<file path="src/rtl/wb_gpio_irq.sv">
// wb_gpio_irq: Wishbone B3 classic GPIO slave with input synchronisers,
// atomic set/clear of the output register and per-pin edge/level interrupts
// merged into a single registered, active-high irq_o.
module wb_gpio_irq #(
    parameter int unsigned           GPIO_WIDTH  = 8,
    parameter int unsigned           SYNC_STAGES = 2,
    parameter logic [GPIO_WIDTH-1:0] OUT_RESET   = '0,
    parameter logic [GPIO_WIDTH-1:0] DIR_RESET   = '0
) (
    input  logic                  wb_clk,
    input  logic                  wb_rst_n,
    input  logic [3:0]            wb_adr_i,
    input  logic [31:0]           wb_dat_i,
    input  logic [3:0]            wb_sel_i,
    input  logic                  wb_we_i,
    input  logic                  wb_cyc_i,
    input  logic                  wb_stb_i,
    input  logic [2:0]            wb_cti_i,
    input  logic [1:0]            wb_bte_i,
    output logic [31:0]           wb_dat_o,
    output logic                  wb_ack_o,
    output logic                  wb_err_o,
    output logic                  wb_rty_o,
    input  logic [GPIO_WIDTH-1:0] gpio_i,
    output logic [GPIO_WIDTH-1:0] gpio_o,
    output logic [GPIO_WIDTH-1:0] gpio_dir_o,
    output logic                  irq_o
);

    localparam int unsigned W          = GPIO_WIDTH;
    localparam int unsigned ARM_CYCLES = SYNC_STAGES + 1;
    localparam int unsigned ARM_W      = $clog2(ARM_CYCLES + 1);

    typedef enum logic [3:0] {
        REG_OUT      = 4'd0,
        REG_DIR      = 4'd1,
        REG_IN       = 4'd2,
        REG_OUT_SET  = 4'd3,
        REG_OUT_CLR  = 4'd4,
        REG_IRQ_EN   = 4'd5,
        REG_IRQ_TYPE = 4'd6,
        REG_IRQ_POL  = 4'd7,
        REG_IRQ_STAT = 4'd8
    } reg_idx_e;

    reg_idx_e                      reg_idx;
    logic                          bus_req;
    logic                          adr_ok;
    logic                          wr_en;
    logic [31:0]                   lane_mask;
    logic [W-1:0]                  wr_bits;
    logic [W-1:0]                  keep_bits;
    logic [31:0]                   rd_data;

    logic [W-1:0]                  out_q;
    logic [W-1:0]                  dir_q;
    logic [W-1:0]                  irq_en_q;
    logic [W-1:0]                  irq_type_q;
    logic [W-1:0]                  irq_pol_q;
    logic [W-1:0]                  irq_stat_q;

    logic [SYNC_STAGES-1:0][W-1:0] sync_q;
    logic [W-1:0]                  pin_in;
    logic [W-1:0]                  pin_hist_q;
    logic [ARM_W-1:0]              arm_cnt_q;
    logic                          armed;
    logic [W-1:0]                  edge_hit;
    logic [W-1:0]                  level_hit;
    logic [W-1:0]                  set_bits;
    logic [W-1:0]                  w1c_bits;
    logic                          unused_ok;

    // A new request is only accepted while no response is on the bus, which
    // turns a held strobe into the ack, gap, ack pattern.
    assign reg_idx   = reg_idx_e'(wb_adr_i);
    assign bus_req   = wb_cyc_i & wb_stb_i & ~wb_ack_o & ~wb_err_o;
    assign adr_ok    = (wb_adr_i <= 4'd8);
    assign wr_en     = bus_req & wb_we_i & adr_ok;
    assign lane_mask = {{8{wb_sel_i[3]}}, {8{wb_sel_i[2]}}, {8{wb_sel_i[1]}}, {8{wb_sel_i[0]}}};
    assign wr_bits   = wb_dat_i[W-1:0] & lane_mask[W-1:0];
    assign keep_bits = ~lane_mask[W-1:0];

    assign wb_rty_o   = 1'b0;
    assign gpio_o     = out_q;
    assign gpio_dir_o = dir_q;

    // Cycle type, burst type and data/lane bits above the pin count carry no meaning here.
    assign unused_ok = ^{wb_cti_i, wb_bte_i, wb_dat_i, lane_mask};

    // Read multiplexer; write-only and unmapped indices read as zero.
    // NOTE: rd_data gets a default before the case so no path leaves it unassigned, which would infer a latch.
    always_comb begin
        rd_data = '0;
        case (reg_idx)
            REG_OUT:      rd_data[W-1:0] = out_q;
            REG_DIR:      rd_data[W-1:0] = dir_q;
            REG_IN:       rd_data[W-1:0] = pin_in;
            REG_IRQ_EN:   rd_data[W-1:0] = irq_en_q;
            REG_IRQ_TYPE: rd_data[W-1:0] = irq_type_q;
            REG_IRQ_POL:  rd_data[W-1:0] = irq_pol_q;
            REG_IRQ_STAT: rd_data[W-1:0] = irq_stat_q;
            default:      rd_data = '0;
        endcase
    end

    // Bus response: one-cycle ack or err, with read data valid only alongside ack.
    // NOTE: sequential state uses non-blocking assignments so every flop samples pre-edge values.
    always_ff @(posedge wb_clk) begin
        if (!wb_rst_n) begin
            wb_ack_o <= 1'b0;
            wb_err_o <= 1'b0;
            wb_dat_o <= '0;
        end else begin
            wb_ack_o <= bus_req & adr_ok;
            wb_err_o <= bus_req & ~adr_ok;
            wb_dat_o <= (bus_req & adr_ok) ? rd_data : '0;
        end
    end

    // Configuration registers, honouring byte lanes; writes land on the ack edge.
    always_ff @(posedge wb_clk) begin
        if (!wb_rst_n) begin
            out_q      <= OUT_RESET;
            dir_q      <= DIR_RESET;
            irq_en_q   <= '0;
            irq_type_q <= '0;
            irq_pol_q  <= '0;
        end else if (wr_en) begin
            case (reg_idx)
                REG_OUT:      out_q      <= (out_q & keep_bits) | wr_bits;
                REG_OUT_SET:  out_q      <= out_q | wr_bits;
                REG_OUT_CLR:  out_q      <= out_q & ~wr_bits;
                REG_DIR:      dir_q      <= (dir_q & keep_bits) | wr_bits;
                REG_IRQ_EN:   irq_en_q   <= (irq_en_q & keep_bits) | wr_bits;
                REG_IRQ_TYPE: irq_type_q <= (irq_type_q & keep_bits) | wr_bits;
                REG_IRQ_POL:  irq_pol_q  <= (irq_pol_q & keep_bits) | wr_bits;
                default:      ;
            endcase
        end
    end

    // Input synchroniser chain plus a one-cycle history of its output for edge detection.
    always_ff @(posedge wb_clk) begin
        if (!wb_rst_n) begin
            sync_q     <= '0;
            pin_hist_q <= '0;
        end else begin
            if (SYNC_STAGES > 1) begin
                sync_q <= {sync_q[SYNC_STAGES-2:0], gpio_i};
            end else begin
                sync_q <= gpio_i;
            end
            pin_hist_q <= pin_in;
        end
    end

    assign pin_in = sync_q[SYNC_STAGES-1];

    // Arm counter: the chain and history hold reset zeros, not pin data, until
    // they have filled, so event detection waits until both are valid.
    always_ff @(posedge wb_clk) begin
        if (!wb_rst_n) begin
            arm_cnt_q <= '0;
        end else if (!armed) begin
            arm_cnt_q <= arm_cnt_q + ARM_W'(1);
        end
    end

    assign armed     = (arm_cnt_q == ARM_W'(ARM_CYCLES));
    assign edge_hit  = (irq_pol_q & pin_in & ~pin_hist_q) | (~irq_pol_q & ~pin_in & pin_hist_q);
    assign level_hit = ~(pin_in ^ irq_pol_q);
    assign set_bits  = armed ? ((irq_type_q & edge_hit) | (~irq_type_q & level_hit)) : '0;
    assign w1c_bits  = (wr_en && reg_idx == REG_IRQ_STAT) ? wr_bits : '0;

    // Sticky status with write-one-to-clear; a same-cycle set beats the clear.
    always_ff @(posedge wb_clk) begin
        if (!wb_rst_n) begin
            irq_stat_q <= '0;
        end else begin
            irq_stat_q <= (irq_stat_q & ~w1c_bits) | set_bits;
        end
    end

    // Registered interrupt request from the enabled status bits.
    always_ff @(posedge wb_clk) begin
        if (!wb_rst_n) begin
            irq_o <= 1'b0;
        end else begin
            irq_o <= |(irq_stat_q & irq_en_q);
        end
    end

endmodule

</file>
<file path="config.mk">
export PLATFORM = sky130hd
export DESIGN_NAME = wb_gpio_irq
export DESIGN_NICKNAME = d
export VERILOG_FILES = /design/src/rtl/wb_gpio_irq.sv
export SDC_FILE = /design/constraint.sdc
export NUM_CORES = 1
export LEC_CHECK = 0
export ABC_AREA = 1
export BUFFER_PORTS_ARGS = -buffer_cell sky130_fd_sc_hd__buf_2
export CAP_MARGIN = 15
export CORE_MARGIN = 10
export CORE_UTILIZATION = 40
export CTS_CLUSTER_DIAMETER = 100
export DETAILED_ROUTE_END_ITERATION = 7
export PLACE_DENSITY = 0.74
export SLEW_MARGIN = 0
export SYNTH_ARGS = -nofsm -noshare
export SYNTH_HDL_FRONTEND = slang
export SYNTH_SLANG_ARGS = --single-unit
</file>
<file path="constraint.sdc">
create_clock -name wb_clk -period 1.35 [get_ports wb_clk]
set_input_delay 0 -clock wb_clk [delete_from_list [all_inputs] [get_ports wb_clk]]
set_output_delay 0 -clock wb_clk [all_outputs]
set_load 0.005 [all_outputs]
</file>
# [After elaboration in Yosys (flattened, before gate mapping)]
# Index checks and enable logic that the tools add are counted.
[word_totals] output_inout_bits=52 elab_cells=83 inputBits=58 regBits=109
[op_classes] order_cmp=1 n_reduce_logical=10 n_eq_ne=9 muxes=4 n_addsub=1 n_bitwise=43
[ops] operator="$and 8x8->8" n=15
[ops] operator="$or 8x8->8" n=9
[ops] operator="$not 8->8" n=8
[ops] operator="$pmux 8 s7" n=1
[ops] operator="$pmux 8 s3" n=1
[ops] operator="$eq 4x3->1 const B" n=4
[ops] operator="$mux 8" n=2
[ops] operator="$reduce_and 2->1" n=6
[ops] operator="$eq 4x2->1 const B" n=2
[ops] operator="$reduce_or 8->1" n=1
[ops] operator="$xor 8x8->8" n=1
[ops] operator="$and 1x1->1" n=7
[ops] operator="$eq 4x1->1 const B" n=1
[ops] operator="$eq 4x4->1 const B" n=1
[ops] operator="$le 4x4->1 const B" n=1
[ops] operator="$logic_not 4->1" n=1
[ops] operator="$not 1->1" n=3
[ops] operator="$reduce_bool 3->1" n=1
[ops] operator="$add 2x1->2 const B" n=1
[ops] operator="$eq 2x2->1 const B" n=1
[ops] operator="$logic_and 1x1->1" n=1

# [Depth between registers and ports, before layout]
# Gate-level depths: netlist (run 1).
[logic_depth] depth_word=10 depth_mapped=10 mapped_depth_nobuf=9

# [Worst setup path before layout (run 1)]
# No wires, ideal clock.
[synth_timing] path_type="register to register" from="register wb_ack_o" to="register with a tool-made name" setup_time_ns=0.113 period_less_slack_ns=1.452 n_path_buf=1 required_time_ns=1.237 path_stages_with_launch=10 path_slack_ns=-0.102 arrival_time_ns=1.340 cell_sequence="dfxtp_1 nor2_1 nand2_1 nor2_1 nand3_4 nor2_4 buf_6 nand2_1 nand2_1 nor2_1"
[synth_rtl] item="start, declared" line="21" source="output logic wb_ack_o,"
[synth_rtl] item="start signal, assigned" line="114" source="wb_ack_o <= bus_req & adr_ok;"

==> qor.csv, run 1 <==
stage,metric,value,unit
logic_synthesis,ys_seq_elements,85,
setup_path,start_kind,register,
timing,rsz0062_at_grt,true,
placement,place_congestion,0.915,
logic_synthesis,yosysUniqueCellTypes,30,
timing,timing.final.ws_setup,-0.0720,ns
logic_synthesis,synth_area,0.00419,sq mm
setup_path,reg2reg_depth,9,
timing,worst_hold_slack,0.0227,ns
routing,drc,0,
clock_tree,cts_buffers,9,
clock_tree,cts_tree,done,
timing,fin_skew,0.0171,ns
power,power.density,1000,mW/mm^2
grt,grt_max_degree,58,
routing,routedWlPerCell,13.2,um
clock_tree,htreeDepth,3,
timing,hold_viol,0,
placement,io_buffers,52,
run_status,outcome,"complete, but fails checks",
placement,dp_cells,796,
clock_tree,clock_latency,0.38,ns
floorplan,core_area,0.0103,sq mm
worst_hold_path,hold_depth,5,
clock_tree,path_clk_slew,0.10,ns
routing,wirelength,11000,um
grt,overflow,0,
timing,clock.fmax,703,MHz
layout,diodes,0,
floorplan,row_count,37,
setup_path,crit_arrival,1.69,ns
layout,fin_nets,761,
grt,grt_pass1_wl,17800,um
grt,antenna_found_initial,0,
setup_path,required,1.61,ns
worst_hold_path,hold_path_class,input pin to register,
timing,setup_viol,26,
logic_synthesis,synth-seq-area-share,40.7,%
layout,fin_cells,827,
setup_path,path_class,register to register,
logic_synthesis,synthCells,599,
logic_synthesis,avgSynthCellArea,6.99,sq um
floorplan,io_pins,110,
power,power_leakage,2.42,nW
logic_synthesis,ys.flop_type,dfxtp_1,
floorplan,die_x,122,um
timing,finalCritPeriodShare,105,%
placement,dp_hpwl,8280,um
routing,vias,3873,
run_status,violations,negative setup slack,
logic_synthesis,async_flop_share,0,%
floorplan,die_h,122,um
routing,drt-initial-drc-count,329,
power,power.total,0.00507,W
layout,drive_gt1_share,18.4,%
power,ir_drop,0.505,mV
routing,firstDrtPassIters,6,
layout,syn_to_final_growth,21.2,%
flow_run,drv_cap,0,
clock_tree,cts_root_buf,clkbuf_8,
placement,dp_slack,-0.0963,ns
timing,drv_slew,0,
logic_synthesis,synth_edf_count,0,
floorplan,start_util,40.7,%
setup_path,crit_path_end_kind,register,
logic_synthesis,yosysWarnings,0,
timing,finalCriticalPeriod,1.42,ns
setup_path,path_max_fanout,8,
routing,via_per_inst,4.68,
clock_tree,clockBufferDepth,2,
grt,grtUsageTotal,15.0,%
grt,grt_pass1_vias,3680,
clock_tree,cts.sinks,85,
floorplan,dieArea,0.0150,sq mm
routing,antenna_left,0,
final cells by class:
class / count / area (sq um)
inverters: 86 / 323
clock inverters: 7 / 81.3
well taps: 136 / 170
flip-flops and latches: 85 / 1700
repair buffers: 95 / 691
multi-input cells: 409 / 1980
fillers: 1019 / 5200
clock buffers: 9 / 124
synthesized netlist by cell type (4+ instances only):
cell type | number | area (sq um)
a21oi_1 | 35 | 175
nand2_1 | 161 | 604
buf_4 | 26 | 195
nand3_1 | 32 | 160
buf_1 | 4 | 15.0
inv_1 | 80 | 300
buf_6 | 5 | 56.3
inv_2 | 5 | 18.8
o21ai_0 | 30 | 150
ha_1 | 17 | 213
dfxtp_1 | 85 | 1700
nor2_4 | 5 | 56.3
nor2_1 | 83 | 312
o211a_1 | 5 | 50.1
clkbuf_1 | 7 | 26.3
layout by cell type, fill, tap and decap left out:
cell type and n:
clkinv_4 2, o211a_1 5, nor3_1 1, clkinv_1 1, nand3_1 32, nand2_2 7
o21ai_0 30, buf_4 25, inv_1 80, inv_6 3, and3_1 1, nand2_4 1
clkinvlp_4 1, nand3_2 1, conb_1 25, nand2_1 156, dfxtp_1 84, o211ai_1 1
inv_2 5, nor2_2 2, dlygate4sd3_1 10, dfxtp_2 1, nor2_4 6, o22ai_1 2
nand3_4 1, a21oi_2 1, bufinv_16 1, a221oi_1 2, o21ai_1 2, clkbuf_8 9
ha_1 17, buf_2 52, buf_6 2, nor2_1 80, nor2_8 1, buf_12 6
a21oi_1 34, xor2_1 1
through the flow:
stage | instance area, sq um | TNS, ns | utilization [%]
after CTS | 5040 | -0.861 | 49.1
after global placement | 4690 | -0.260 | 45.6
after global routing | 5070 | -5.78 | 49.4
after detailed placement | 4690 | -0.942 | 45.6
final | 5070 | -0.748 | 49.4
after floorplan | 4280 | 0 | -
worst max-delay path: stages, from the launching register on:
cell and delay, ns:
dfxtp_2 0.33, nor2_2 0.10, nand2_2 0.07, nor2_4 0.15, nand3_4 0.15, nor2_4 0.23
buf_6 0.14, nand2_2 0.04, nand2_1 0.05, nor2_1 0.04
per-layer routing:
metal	global-route usage [%]	part of all wire [%]	vias to the layer above	wire (um)
li1	-	-	1965	-
met1	18.1	41	1751	4520
met2	24.0	46	144	5080
met3	5.79	11	13	1190
met4	4.86	1.5	0	163
met5	0	0	-	0
final timing paths:
check                                 start         to  slack [ns]
worst max register to register     wb_err_o   register       -0.07
worst min register to register    sync_q[0]  pin_in[0]        0.40
worst min-delay path            wb_dat_i[2]   register        0.02
worst max-delay path               wb_err_o   register       -0.07
repair_timing:
| action | 4_1_cts | 5_1_grt |
|---|---|---|
| setup buffers | 4 | 1 |
| pin swaps | 5 | 6 |
| hold buffers | 10 | 0 |
| gates resized for setup | 2 | 9 |
| setup endpoints to repair | 36 | 50 |
| endpoints found under the hold margin | 10 | 0 |
report_power, final:
part           internal (W)  total (W)  switching, W
logic              0.000202   0.000521      0.000319
clock network      0.000881    0.00191       0.00103
registers           0.00259    0.00264     0.0000525
logic make-up after synthesis:
| family | synth area share, % |
|---|---|
| xor gates and xnor gates | 0.209 |
| buffers and inverters | 14.8 |
| and+or+nand+nor | 29.0 |
| adders and majority gates | 5.08 |
| DFF | 40.7 |
| other | 0.0896 |
| AOI/OAI and AO/OA | 10.1 |
Power figures use the tool's default switching activity.
==> run 2, diff against run 1 <==
--- a/config.mk
+++ b/config.mk
@@ -12,7 +12,7 @@
 export CORE_UTILIZATION = 40
 export CTS_CLUSTER_DIAMETER = 100
 export DETAILED_ROUTE_END_ITERATION = 7
-export PLACE_DENSITY = 0.74
+export PLACE_DENSITY = 0.71
 export SLEW_MARGIN = 0
 export SYNTH_ARGS = -nofsm -noshare
 export SYNTH_HDL_FRONTEND = slang
==> constraint.sdc (replaced) <==
create_clock -name wb_clk -period 1.55 [get_ports wb_clk]
set_input_delay 0 -clock wb_clk [delete_from_list [all_inputs] [get_ports wb_clk]]
set_output_delay 0 -clock wb_clk [all_outputs]
set_load 0.005 [all_outputs]
==> qor.csv, run 2 (synthesis results as in run 1) <==
stage,metric,value,unit
run_status,outcome,"complete, no violations",
grt,overflow,0,
layout,fin_nets,745,
floorplan,row_count,37,
floorplan,io_pins,110,
worst_hold_path,hold_depth,5,
timing,rsz0062_at_grt,true,
grt,grt_busiest_layer,met2,
floorplan,die_x,122,um
layout,final_cell_mix,"nand2_1, dfxtp_1, inv_1, nor2_1, buf_2",
grt,use_met3,4.32,%
layout,layout_commonest_cell,nand2_1,
setup_path,required,1.80,ns
floorplan,die_h,122,um
placement,dp_cells,783,
layout,drive_gt1_share,16.2,%
routing,antenna_left,0,
layout,syn_to_final_growth,17.5,%
clock_tree,htreeDepth,3,
timing,clock.fmax,669,MHz
setup_path,crit_arrival,1.75,ns
layout,fin_cells,809,
power,power.density,842,mW/mm^2
clock_tree,clock_latency,0.36,ns
timing,drv_slew,0,
routing,vias,3862,
flow_run,drv_cap,0,
grt,grt_use_met1,19.2,%
power,ir_drop,0.356,mV
grt,use_met2,23.8,%
routing,wirelength,11200,um
layout,diodes,0,
setup_path,reg2reg_depth,10,
routing,firstDrtPassIters,5,
grt,antenna_found_initial,0,
setup_path,path_class,register to register,
timing,finalCriticalPeriod,1.50,ns
clock_tree,path_clk_slew,0.08,ns
grt,grt_pass1_wl,18100,um
setup_path,path_max_fanout,8,
floorplan,dieArea,0.0150,sq mm
timing,hold_viol,0,
worst_hold_path,holdCritStartpoint,wb_dat_i[6],
clock_tree,cts.sinks,85,
setup_path,crit_path_end_kind,register,
placement,place_congestion,0.885,
power,power_leakage,2.33,nW
grt,grtUsageTotal,15.1,%
routing,via_per_inst,4.77,
timing,fin_skew,0.00861,ns
timing,finalCritPeriodShare,96.5,%
timing,tightest_slew,0.625,ns
grt,grt_max_degree,58,
setup_path,start_kind,register,
placement,io_buffers,52,
timing,timing.slew.headroom,58.3,%
grt,grt_pass1_vias,3683,
routing,routedWlPerCell,13.8,um
floorplan,start_util,40.7,%
routing,drc,0,
clock_tree,clockBufferDepth,2,
clock_tree,cts_tree,done,
timing,setup_viol,0,
setup_path,regToRegStartpoint,wb_ack_o,
timing,fin_setup_tns,0,ns
worst_hold_path,hold_path_class,input pin to register,
placement,dp_hpwl,7960,um
routing,drt-initial-drc-count,361,
clock_tree,cts_buffers,9,
clock_tree,cts_root_buf,clkbuf_8,
floorplan,core_area,0.0103,sq mm
setup_path,rrSetupSlack,0.05,ns
-- run 2: cell count changes in the layout (fill, tap and decap cells not counted), moves of 2 or more --
cell and change:
clkbuf_8 +2, clkinv_2 +2, buf_4 -16, clkinv_4 -2, inv_6 -3
-- run 2: what timing repair did --
| action | in CTS | in global routing |
|---|---|---|
| resized for setup | 0 | 13 |
| hold buffers | 10 | 0 |
| buffers inserted | 0 | 1 |
| setup endpoints to repair | 0 | 48 |
| endpoints found under the hold margin | 9 | 0 |
-- run 2: power breakdown --
part	leakage (nW)	switching [W]	total [W]	internal (W)
combinational	1.55	0.000279	0.000432	0.000153
clock	0.0881	0.000757	0.00141	0.000648
sequential	0.690	0.0000454	0.00230	0.00226
-- run 2: worst max-delay path by stage --
stage | startpoint | endpoint | slack (ns) | cells past startpoint
6_report | wb_ack_o | register | 0.05 | 10
5_1_grt | wb_ack_o | register | -0.05 | 10
4_1_cts | wb_ack_o | irq_stat_q[0] | 0.06 | 7
3_5_place_dp | wb_ack_o | irq_stat_q[0] | 0.08 | 7
3_3_place_gp | wb_ack_o | irq_stat_q[5] | 0.12 | 7
2_1_floorplan | wb_ack_o | register | 0.1 | 9
-- run 2: area by class of cell --
| class | count | area (sq um) |
|---|---|---|
| Sequential cell | 85 | 1700 |
| Multi-Input combinational cell | 409 | 1980 |
| Fill cell | 1052 | 5360 |
| Clock inverter | 2 | 10.0 |
| Tap cell | 136 | 170 |
| Clock buffer | 12 | 155 |
| Timing Repair Buffer | 79 | 576 |
| Inverter | 86 | 323 |
-- run 2: worst max-delay path, cell delays in order, from the launching register on --
cell and delay [ns]:
dfxtp_2 0.33, nor2_2 0.11, nand2_2 0.08, nor2_2 0.10, buf_6 0.12, nand3_4 0.12, nor2_4 0.21, buf_12 0.15
nand2_2 0.05, nand2_1 0.07, nor2_1 0.05
-- run 2: layer usage --
layer,vias to the layer above,routed length (um)
met1,1738,4710
met2,169,5050
met3,24,1130
met5,-,0
met4,0,276
li1,1931,-
-- run 2: through the flow --
step / setup WS (ns) / utilization [%] / cell area [sq um] / power, W / hold WS [ns]
6_report: 0.0548 / 47.8 / 4920 / 0.00414 / 0.0136
5_1_grt: -0.0461 / 47.8 / 4920 / 0.00434 / 0.0600
4_1_cts: 0.0578 / 47.1 / 4840 / 0.00415 / 0.0138
3_5_place_dp: 0.0807 / 44.5 / 4570 / 0.00275 / 0.185
3_3_place_gp: 0.115 / 44.5 / 4570 / 0.00273 / 0.183
2_1_floorplan: 0.0977 / - / 4280 / 0.00265 / 0.0976
